File: src/rtl/pipe_hazard_ctrl.sv
// Central 5-stage pipeline sequencer: per-register enables/flushes for load-use,
// taken branches, data-memory wait states and the halt drain, plus stall/err status.
module pipe_hazard_ctrl #(
    parameter int MEM_TIMEOUT = 16,
    parameter int CNT_W       = 16
) (
    input  logic             clk,
    input  logic             rst,
    input  logic [4:0]       d_rs1_index,
    input  logic [4:0]       d_rs2_index,
    input  logic             d_use_rs1,
    input  logic             d_use_rs2,
    input  logic [4:0]       e_rd_index,
    input  logic             e_wb_en,
    input  logic             e_wb_sel,
    input  logic             e_branch_taken,
    input  logic             e_halt,
    input  logic             m_dm_req,
    input  logic             m_dm_ready,
    output logic             pc_en,
    output logic             fd_en,
    output logic             de_en,
    output logic             em_en,
    output logic             mw_en,
    output logic             fd_flush,
    output logic             de_flush,
    output logic             em_flush,
    output logic             mw_flush,
    output logic             halted,
    output logic             mem_err,
    output logic [CNT_W-1:0] stall_cnt
);

    typedef enum logic [1:0] {RUN, MEM_WAIT, DRAIN, HALTED} state_t;

    // One bit per pipeline register, PC first.
    typedef struct packed {
        logic pc;
        logic fd;
        logic de;
        logic em;
        logic mw;
    } stage_t;

    state_t     state, state_nxt;
    stage_t     en, flush;
    logic [7:0] wait_cnt, wait_cnt_nxt;
    logic [1:0] drain_cnt, drain_cnt_nxt;
    logic [8:0] wait_inc;
    logic       mem_stall, load_use, timeout, err_set, stall_inc;

    assign mem_stall = m_dm_req & ~m_dm_ready;
    assign load_use  = e_wb_en & e_wb_sel & (e_rd_index != 5'd0) &
                       ((d_use_rs1 & (d_rs1_index == e_rd_index)) |
                        (d_use_rs2 & (d_rs2_index == e_rd_index)));

    // wait_cnt is zero outside a wait, so the first wait cycle sees wait_inc == 1.
    assign wait_inc  = {1'b0, wait_cnt} + 9'd1;
    assign timeout   = (wait_inc >= 9'(MEM_TIMEOUT));
    assign stall_inc = ((state == RUN) || (state == MEM_WAIT)) & ~en.pc;

    // State and counter registers, updated with the pipeline registers.
    always_ff @(negedge clk or negedge rst) begin
        if (!rst) begin
            state     <= RUN;
            wait_cnt  <= '0;
            drain_cnt <= '0;
            halted    <= 1'b0;
            mem_err   <= 1'b0;
            stall_cnt <= '0;
        end else begin
            state     <= state_nxt;
            wait_cnt  <= wait_cnt_nxt;
            drain_cnt <= drain_cnt_nxt;
            halted    <= (state_nxt == HALTED);
            mem_err   <= mem_err | err_set;
            if (stall_inc && (stall_cnt != '1))
                stall_cnt <= stall_cnt + CNT_W'(1);
        end
    end

    // Next-state logic.
    always_comb begin
        state_nxt     = state;
        wait_cnt_nxt  = '0;
        drain_cnt_nxt = drain_cnt;
        err_set       = 1'b0;
        case (state)
            RUN, MEM_WAIT: begin
                if (mem_stall) begin
                    wait_cnt_nxt = wait_inc[7:0];
                    if (timeout) begin
                        state_nxt = HALTED;
                        err_set   = 1'b1;
                    end else begin
                        state_nxt = MEM_WAIT;
                    end
                end else if (e_halt) begin
                    state_nxt     = DRAIN;
                    drain_cnt_nxt = '0;
                end else begin
                    state_nxt = RUN;
                end
            end
            DRAIN: begin
                if (mem_stall) begin
                    // Drain progress freezes while M waits on memory.
                    wait_cnt_nxt = wait_inc[7:0];
                    if (timeout) begin
                        state_nxt = HALTED;
                        err_set   = 1'b1;
                    end
                end else begin
                    drain_cnt_nxt = drain_cnt + 2'd1;
                    if (drain_cnt == 2'd1)
                        state_nxt = HALTED;
                end
            end
            HALTED:  state_nxt = HALTED;
            default: state_nxt = RUN;
        endcase
    end

    // Output logic; everything held off while reset is asserted.
    always_comb begin
        en    = '0;
        flush = '0;
        if (rst) begin
            case (state)
                RUN, MEM_WAIT: begin
                    en = '1;
                    if (mem_stall) begin
                        en.pc    = 1'b0;
                        en.fd    = 1'b0;
                        en.de    = 1'b0;
                        en.em    = 1'b0;
                        flush.mw = 1'b1;
                    end else if (e_halt) begin
                        en.pc    = 1'b0;
                        flush.fd = 1'b1;
                        flush.de = 1'b1;
                    end else if (e_branch_taken) begin
                        // A taken branch also kills any load-use dependent in D.
                        flush.fd = 1'b1;
                        flush.de = 1'b1;
                    end else if (load_use) begin
                        en.pc    = 1'b0;
                        en.fd    = 1'b0;
                        flush.de = 1'b1;
                    end
                end
                DRAIN: begin
                    en.em    = ~mem_stall;
                    en.mw    = 1'b1;
                    flush.em = ~mem_stall;
                    flush.mw = mem_stall;
                end
                default: ;
            endcase
        end
    end

    assign pc_en    = en.pc;
    assign fd_en    = en.fd;
    assign de_en    = en.de;
    assign em_en    = en.em;
    assign mw_en    = en.mw;
    assign fd_flush = flush.fd;
    assign de_flush = flush.de;
    assign em_flush = flush.em;
    assign mw_flush = flush.mw;

endmodule

File: config.mk
export PLATFORM = sky130hd
export DESIGN_NAME = pipe_hazard_ctrl
export DESIGN_NICKNAME = d
export VERILOG_FILES = /design/src/rtl/pipe_hazard_ctrl.sv
export SDC_FILE = /design/constraint.sdc
export NUM_CORES = 1
export LEC_CHECK = 0
export ABC_AREA = 1
export BUFFER_PORTS_ARGS = -buffer_cell sky130_fd_sc_hd__buf_2
export CAP_MARGIN = 20
export CORE_MARGIN = 2
export CORE_UTILIZATION = 35
export DETAILED_ROUTE_END_ITERATION = 10
export MAX_ROUTING_LAYER = met4
export PLACE_DENSITY_LB_ADDON = 0.15
export SLEW_MARGIN = 25
export SYNTH_ARGS = -nofsm -noshare
export SYNTH_HDL_FRONTEND = slang
export SYNTH_SLANG_ARGS = --single-unit
File: constraint.sdc
create_clock -name clk -period 3.5 [get_ports clk]
set_clock_uncertainty 0.15 [all_clocks]
set_input_delay 0.7 -clock clk [delete_from_list [all_inputs] [get_ports clk]]
set_output_delay 0.7 -clock clk [all_outputs]
set_load 0.03 [all_outputs]
# After elaboration in Yosys (flattened, before gate mapping)
# Cells that the tools add are included.
classes:
  addsub: 3
  order_cmp: 1
  n_eq_ne: 11
  mux: 35
  bitwise: 12
  reduce_logical: 8
op_table:
  columns: ["operator", "n"]
  rows:
  - ["$mux W2", 16]
  - ["$add A16 B1 Y16 const B", 1]
  - ["$mux W8", 2]
  - ["$ne A16 B16 Y1 const B", 1]
  - ["$eq A5 B5 Y1", 2]
  - ["$mux W1", 10]
  - ["$add A8 B1 Y9 const B", 1]
  - ["$ge A9 B5 Y1 const B", 1]
  - ["$pmux W2 S2", 2]
  - ["$and A1 B1 Y1", 7]
  - ["$eq A2 B2 Y1 const B", 3]
  - ["$ne A2 B2 Y1 const B", 3]
  - ["$pmux W2 S3", 1]
  - ["$mux W5", 1]
  - ["$reduce_bool A5 Y1", 1]
  - ["$eq A2 B1 Y1 const B", 2]
  - ["$mux W4", 1]
  - ["$reduce_and A4 Y1", 1]
  - ["$mux W3", 1]
  - ["$not A1 Y1", 3]
  - ["$reduce_or A3 Y1", 1]
  - ["$add A2 B1 Y2 const B", 1]
  - ["$logic_not A2 Y1", 1]
  - ["$or A1 B1 Y1", 2]
  - ["other kinds (5)", 5]
word_totals:
  regBits: 30
  inputBits: 25

# Depth between registers and ports, before layout
# Gate-level depths: netlist of the first run.
depth:
  word_depth: 13
  depth_mapped: 12
  depth_no_buf: 11

==> results of run 1 <==
[worst paths after layout]
path                                    from  slack (ns)             to  cells past startpoint
worst max-delay path                state[1]       -0.42          pc_en                      8
worst min-delay path             wait_cnt[0]        0.26    wait_cnt[0]                      1
worst max register to register  stall_cnt[0]        1.54  stall_cnt[15]                      9
worst min register to register   wait_cnt[0]        0.26    wait_cnt[0]                      1
max in group asynchronous                rst        0.93  stall_cnt[12]                      2
min in group asynchronous                rst        1.94    wait_cnt[5]                      2
[flip-flops by register name, summed over array words and instances, names as in the netlist]
signal	flops
stall_cnt	16
wait_cnt	8
drain_cnt	2
state	2
halted	1
mem_err	1
[layer usage]
| metal | GRT usage (%) | wire length (um) | up-vias |
|---|---|---|---|
| li1 | - | - | 1040 |
| met1 | 22.2 | 2400 | 915 |
| met2 | 26.9 | 2260 | 53 |
| met3 | 3.10 | 216 | 2 |
| met4 | 4.56 | 30 | 0 |
| met5 | - | 0 | - |
[placed cells by master, fill, tap and decap left out, types with 2 or more instances in the layout]
cell and count:
nor3_1 3, nand4_1 18, o21ai_1 3, nor2_1 32
o22ai_1 2, inv_1 18, nand3_1 13, dfrtn_1 30
nand3_4 2, clkbuf_8 5, nand2_2 15, nand2_4 5
inv_8 2, nor2_2 4, buf_4 50, ha_1 4
buf_2 22, xor2_1 9, nor2_4 6, nand2_1 66
a21oi_1 3, buf_6 13, nor3b_1 2, inv_2 10
xnor2_1 6, clkinv_2 2
[cell families after synthesis]
logic type | share of synthesized area (%)
adder cells (fa/ha/maj) | 2.57
AO/OA/AOI/OAI | 3.92
buffers and inverters | 8.34
AND/OR/NAND/NOR | 39.9
XOR/XNOR | 6.74
flip-flops | 38.5
[cells in the mapped netlist, types with 2 or more instances]
library cell | count | share of area, %
o22ai_1 | 2 | 0.64
inv_1 | 20 | 3.9
ha_1 | 4 | 2.6
nor3b_1 | 2 | 0.77
nand2_2 | 2 | 0.64
nand3_1 | 13 | 3.3
o21ai_1 | 3 | 0.77
nand4_1 | 18 | 5.8
nor2_2 | 2 | 0.64
buf_4 | 2 | 0.77
nor3_1 | 4 | 1.0
nand2_4 | 2 | 1.2
xnor2_1 | 6 | 2.7
dfrtn_1 | 30 | 39
nor2_1 | 39 | 7.5
inv_2 | 12 | 2.3
nand2_1 | 82 | 16
xor2_1 | 9 | 4.0
a21oi_1 | 4 | 1.0
[final cells by class]
class	count	area, um2
fillers	543	2530
well taps	72	90.1
flip-flops and latches	30	751
repair buffers	87	659
clock buffers	5	68.8
inverters	33	146
multi-input cells	203	1180
clock inverters	2	10.0
[through the flow]
step           cell area (um2)  utilization (%)  setup TNS, ns  worst slack [ns]  power (mW)
2_1_floorplan             2030                -          -1.92            -0.151       0.382
3_3_place_gp              2500             45.9          -6.57            -0.365       0.417
3_5_place_dp              2500             45.9          -7.14            -0.394       0.418
4_1_cts                   2830             51.9          -4.29            -0.444       0.685
5_1_grt                   2910             53.4          -6.34            -0.478       0.704
6_report                  2910             53.4          -4.30            -0.415       0.678
[where the power goes]
part           switching (mW)  total (mW)  internal (mW)  leakage, nW
Sequential           0.000173       0.350          0.349        0.401
Clock                   0.131       0.265          0.133       0.0438
Combinational          0.0379      0.0634         0.0255         1.08
[critical path: stages, from the launching register on]
cell,delay [ns]
dfrtn_1,0.35
inv_2,0.09
nand2_4,0.06
nor2_4,0.10
nand2_4,0.06
buf_12,0.12
buf_6,0.11
clkinv_4,0.03
buf_6,0.11
[timing repair]
| item | CTS | global route |
|---|---|---|
| setup buffers | 14 | 2 |
| gates resized for setup | 43 | 22 |
| gates cloned | 1 | 0 |
| endpoints found under the hold margin | 0 | 0 |
| pin swaps | 3 | 2 |
| setup endpoints to repair | 41 | 33 |
==> out/metrics.yaml, run 1 <==
hold_ws_ns: 0.256
num_io_pins: 52
finalHoldViolCount: 0
die_w_um: 78.6
critPathArrivalTime_ns: 3.07
core_area_mm2: 0.00544
critPathKind: "register to output port"
clockRootBuffer: "clkbuf_8"
die-area_mm2: 0.00618
cts-buffers-inserted: 5
synth_async_sr_flop_share_pct: 100
rsz0062_at_grt: "true"
hold_buffers: 0
via_per_inst: 4.65
grt_use_total_pct: 16.9
initial_utilization_pct: 35.8
grt_max_degree: 31
port_buffers: 51
fin_cells: 432
ys_types: 34
place.gp.congestion: 0.789
drive_above_1_share_pct: 40.3
drc: 0
power_density_mw_per_mm2: 233
cts_tree: "built"
start_kind: "register"
wl_per_cell_um: 11.3
synth-edff-count: 0
place_inst: 408
report.final.setup_viol: 25
slew_viol_final: 0
synth-main-ff-cell: "dfrtn_1"
status: "complete, but fails checks"
cp.required_ns: 2.65
first_global_vias: 1915
max_cap_violations: 0
path_clk_slew_ns: 0.05
htree_levels: 2
cts_sinks: 30
clock_path_buffers: 2
vdd_drop_max_mv: 0.134
synthToLayoutAreaGrowth_pct: 49.1
crit_path_end_kind: "output port"
overflow: 0
antenna_found_initial: 0
violations: "negative setup slack"
cellLeakagePower_nw: 1.52
num_vias: 2010
diodes: 0
netlist_instances: 271
yosysSeqAreaShare_pct: 38.5
drt-total-wl_mm: 4.90
drtPass1Iterations: 4
grt_pass1_wl_mm: 8.23
clock_latency_ns: 0.29
die_h_um: 78.6
yosysWarnings: 0
slew_headroom_pct: 73.6
num_rows: 27
synth_area_mm2: 0.00195
avgSynthCellArea_um2: 7.19
dp_hpwl_mm: 3.44
drtIter0Drc: 110
ant_nets: 0
finalWorstSetupSlack_ns: -0.415
hp-class: "register to register"
final_nets: 389
worstPathMaxFanout: 3
synth_fp_nets: 300
ys_seq_elements: 30
worst_pin_slew_ns: 0.397
Power figures use the tool's default switching activity.
==> run 2: changes to the inputs <==
--- a/config.mk
+++ b/config.mk
@@ -13,6 +13,7 @@
 export DETAILED_ROUTE_END_ITERATION = 10
 export MAX_ROUTING_LAYER = met4
 export PLACE_DENSITY_LB_ADDON = 0.15
+export SKIP_CTS_REPAIR_TIMING = 1
 export SLEW_MARGIN = 25
 export SYNTH_ARGS = -nofsm -noshare
 export SYNTH_HDL_FRONTEND = slang
==> out/metrics.yaml, run 2 (same netlist as run 1, synthesis figures left out) <==
synthToLayoutAreaGrowth_pct: 59.9
worstPathMaxFanout: 3
mostFrequentLayoutCell: "nand2_1"
initial_utilization_pct: 35.8
hp-class: "register to register"
rsz0062_at_grt: "true"
clockRootBuffer: "clkbuf_8"
finalWorstSetupSlack_ns: -0.393
min-delay-start: "wait_cnt[0]"
hold_ws_ns: 0.256
die_h_um: 78.6
ant_nets: 0
drtIter0Drc: 111
worstReg2RegEnd: "stall_cnt[2]"
path_clk_slew_ns: 0.05
cts-buffers-inserted: 5
critPathArrivalTime_ns: 3.04
slew_viol_final: 0
wl_per_cell_um: 12.1
worstHoldPathCells: 1
core_area_mm2: 0.00544
crit_start: "state[1]"
clock_latency_ns: 0.29
worst_pin_slew_ns: 0.466
power_density_mw_per_mm2: 225
drt-total-wl_mm: 5.23
grt_max_degree: 31
report.final.setup_viol: 28
port_buffers: 51
num_io_pins: 52
cellLeakagePower_nw: 1.58
num_rows: 27
status: "complete, but fails checks"
drc: 0
via_per_inst: 4.72
drtPass1Iterations: 4
reg2reg_depth: 9
fin_setup_tns_ns: -3.73
place_inst: 408
final_nets: 390
crit-reg2reg-launch: "stall_cnt[0]"
die-area_mm2: 0.00618
slew_headroom_pct: 68.8
diodes: 0
first_global_vias: 1805
critPathKind: "register to output port"
start_kind: "register"
place.gp.congestion: 0.789
drive_above_1_share_pct: 46.3
grt_use_total_pct: 15.9
grt_pass1_wl_mm: 7.79
cts_sinks: 30
largest_reg_flops: 16
final_util_pct: 57.3
layout_common_cells: "nand2_1 (52), buf_4 (40), nor2_1 (30), dfrtn_1 (30), nand2_2 (27)"
violations: "negative setup slack"
num_vias: 2044
cp.required_ns: 2.65
die_w_um: 78.6
max_cap_violations: 0
finalHoldViolCount: 0
dp_hpwl_mm: 3.44
htree_levels: 2
vdd_drop_max_mv: 0.139
antenna_found_initial: 0
cts_tree: "built"
top_regs: "stall_cnt x16, wait_cnt x8"
ff2ff_setup_slack_ns: 1.46
overflow: 0
fin_cells: 433
top_register: "stall_cnt"
min_to: "wait_cnt[0]"
clock_path_buffers: 2
crit_path_end_kind: "output port"
==> run 2: cell types whose count changed in the layout (fill, tap and decap cells not counted), moves of 10 or more <==
| cell | change |
|---|---|
| buf_2 | -10 |
| nand2_1 | -14 |
| buf_4 | -10 |
| buf_6 | +12 |
| nand2_2 | +12 |
==> run 2: per-layer routing <==
metal  global-route usage, %  vias to the layer above  share of wire (%)
met5                       -                        -                  0
met4                    3.68                        0                2.7
met3                    3.10                       15                5.3
met2                    24.5                       64                 46
met1                    21.8                      918                 46
li1                        -                     1047                  -
==> run 2: cell type report <==
| type | count | area (um2) |
|---|---|---|
| Clock buffer | 5 | 68.8 |
| Clock inverter | 2 | 10.0 |
| Fill cell | 498 | 2320 |
| Inverter | 33 | 156 |
| Multi-Input combinational cell | 203 | 1240 |
| Sequential cell | 30 | 751 |
| Tap cell | 72 | 90.1 |
| Timing Repair Buffer | 88 | 797 |
==> run 2: through the flow <==
step	power, mW	instance area, um2	worst slack [ns]
3_5_place_dp	0.418	2500	-0.394
3_3_place_gp	0.417	2500	-0.365
4_1_cts	0.683	2580	-0.597
5_1_grt	0.727	3120	-0.450
2_1_floorplan	0.382	2030	-0.151
6_report	0.701	3120	-0.393
==> run 2: critical path, stage by stage (launching register included) <==
cell and delay [ns]:
dfrtn_1 0.42, inv_2 0.06, buf_4 0.14, nor2_4 0.10, nand2_2 0.09, nor2_4 0.08, buf_6 0.13
==> run 2: worst max-delay path by stage <==
stage	slack, ns	end	cells after the start
floorplan	-0.15	stall_cnt[7]	12
global placement	-0.37	stall_cnt[9]	12
detailed placement	-0.39	stall_cnt[1]	12
CTS	-0.60	em_flush	6
global route	-0.45	em_flush	6
finish	-0.39	em_flush	6
==> run 2: power breakdown <==
part           internal (mW)  total [mW]  switching [mW]
logic                 0.0403      0.0855          0.0452
clock network          0.133       0.266           0.132
registers              0.349       0.350        0.000172
total                  0.523       0.701           0.178
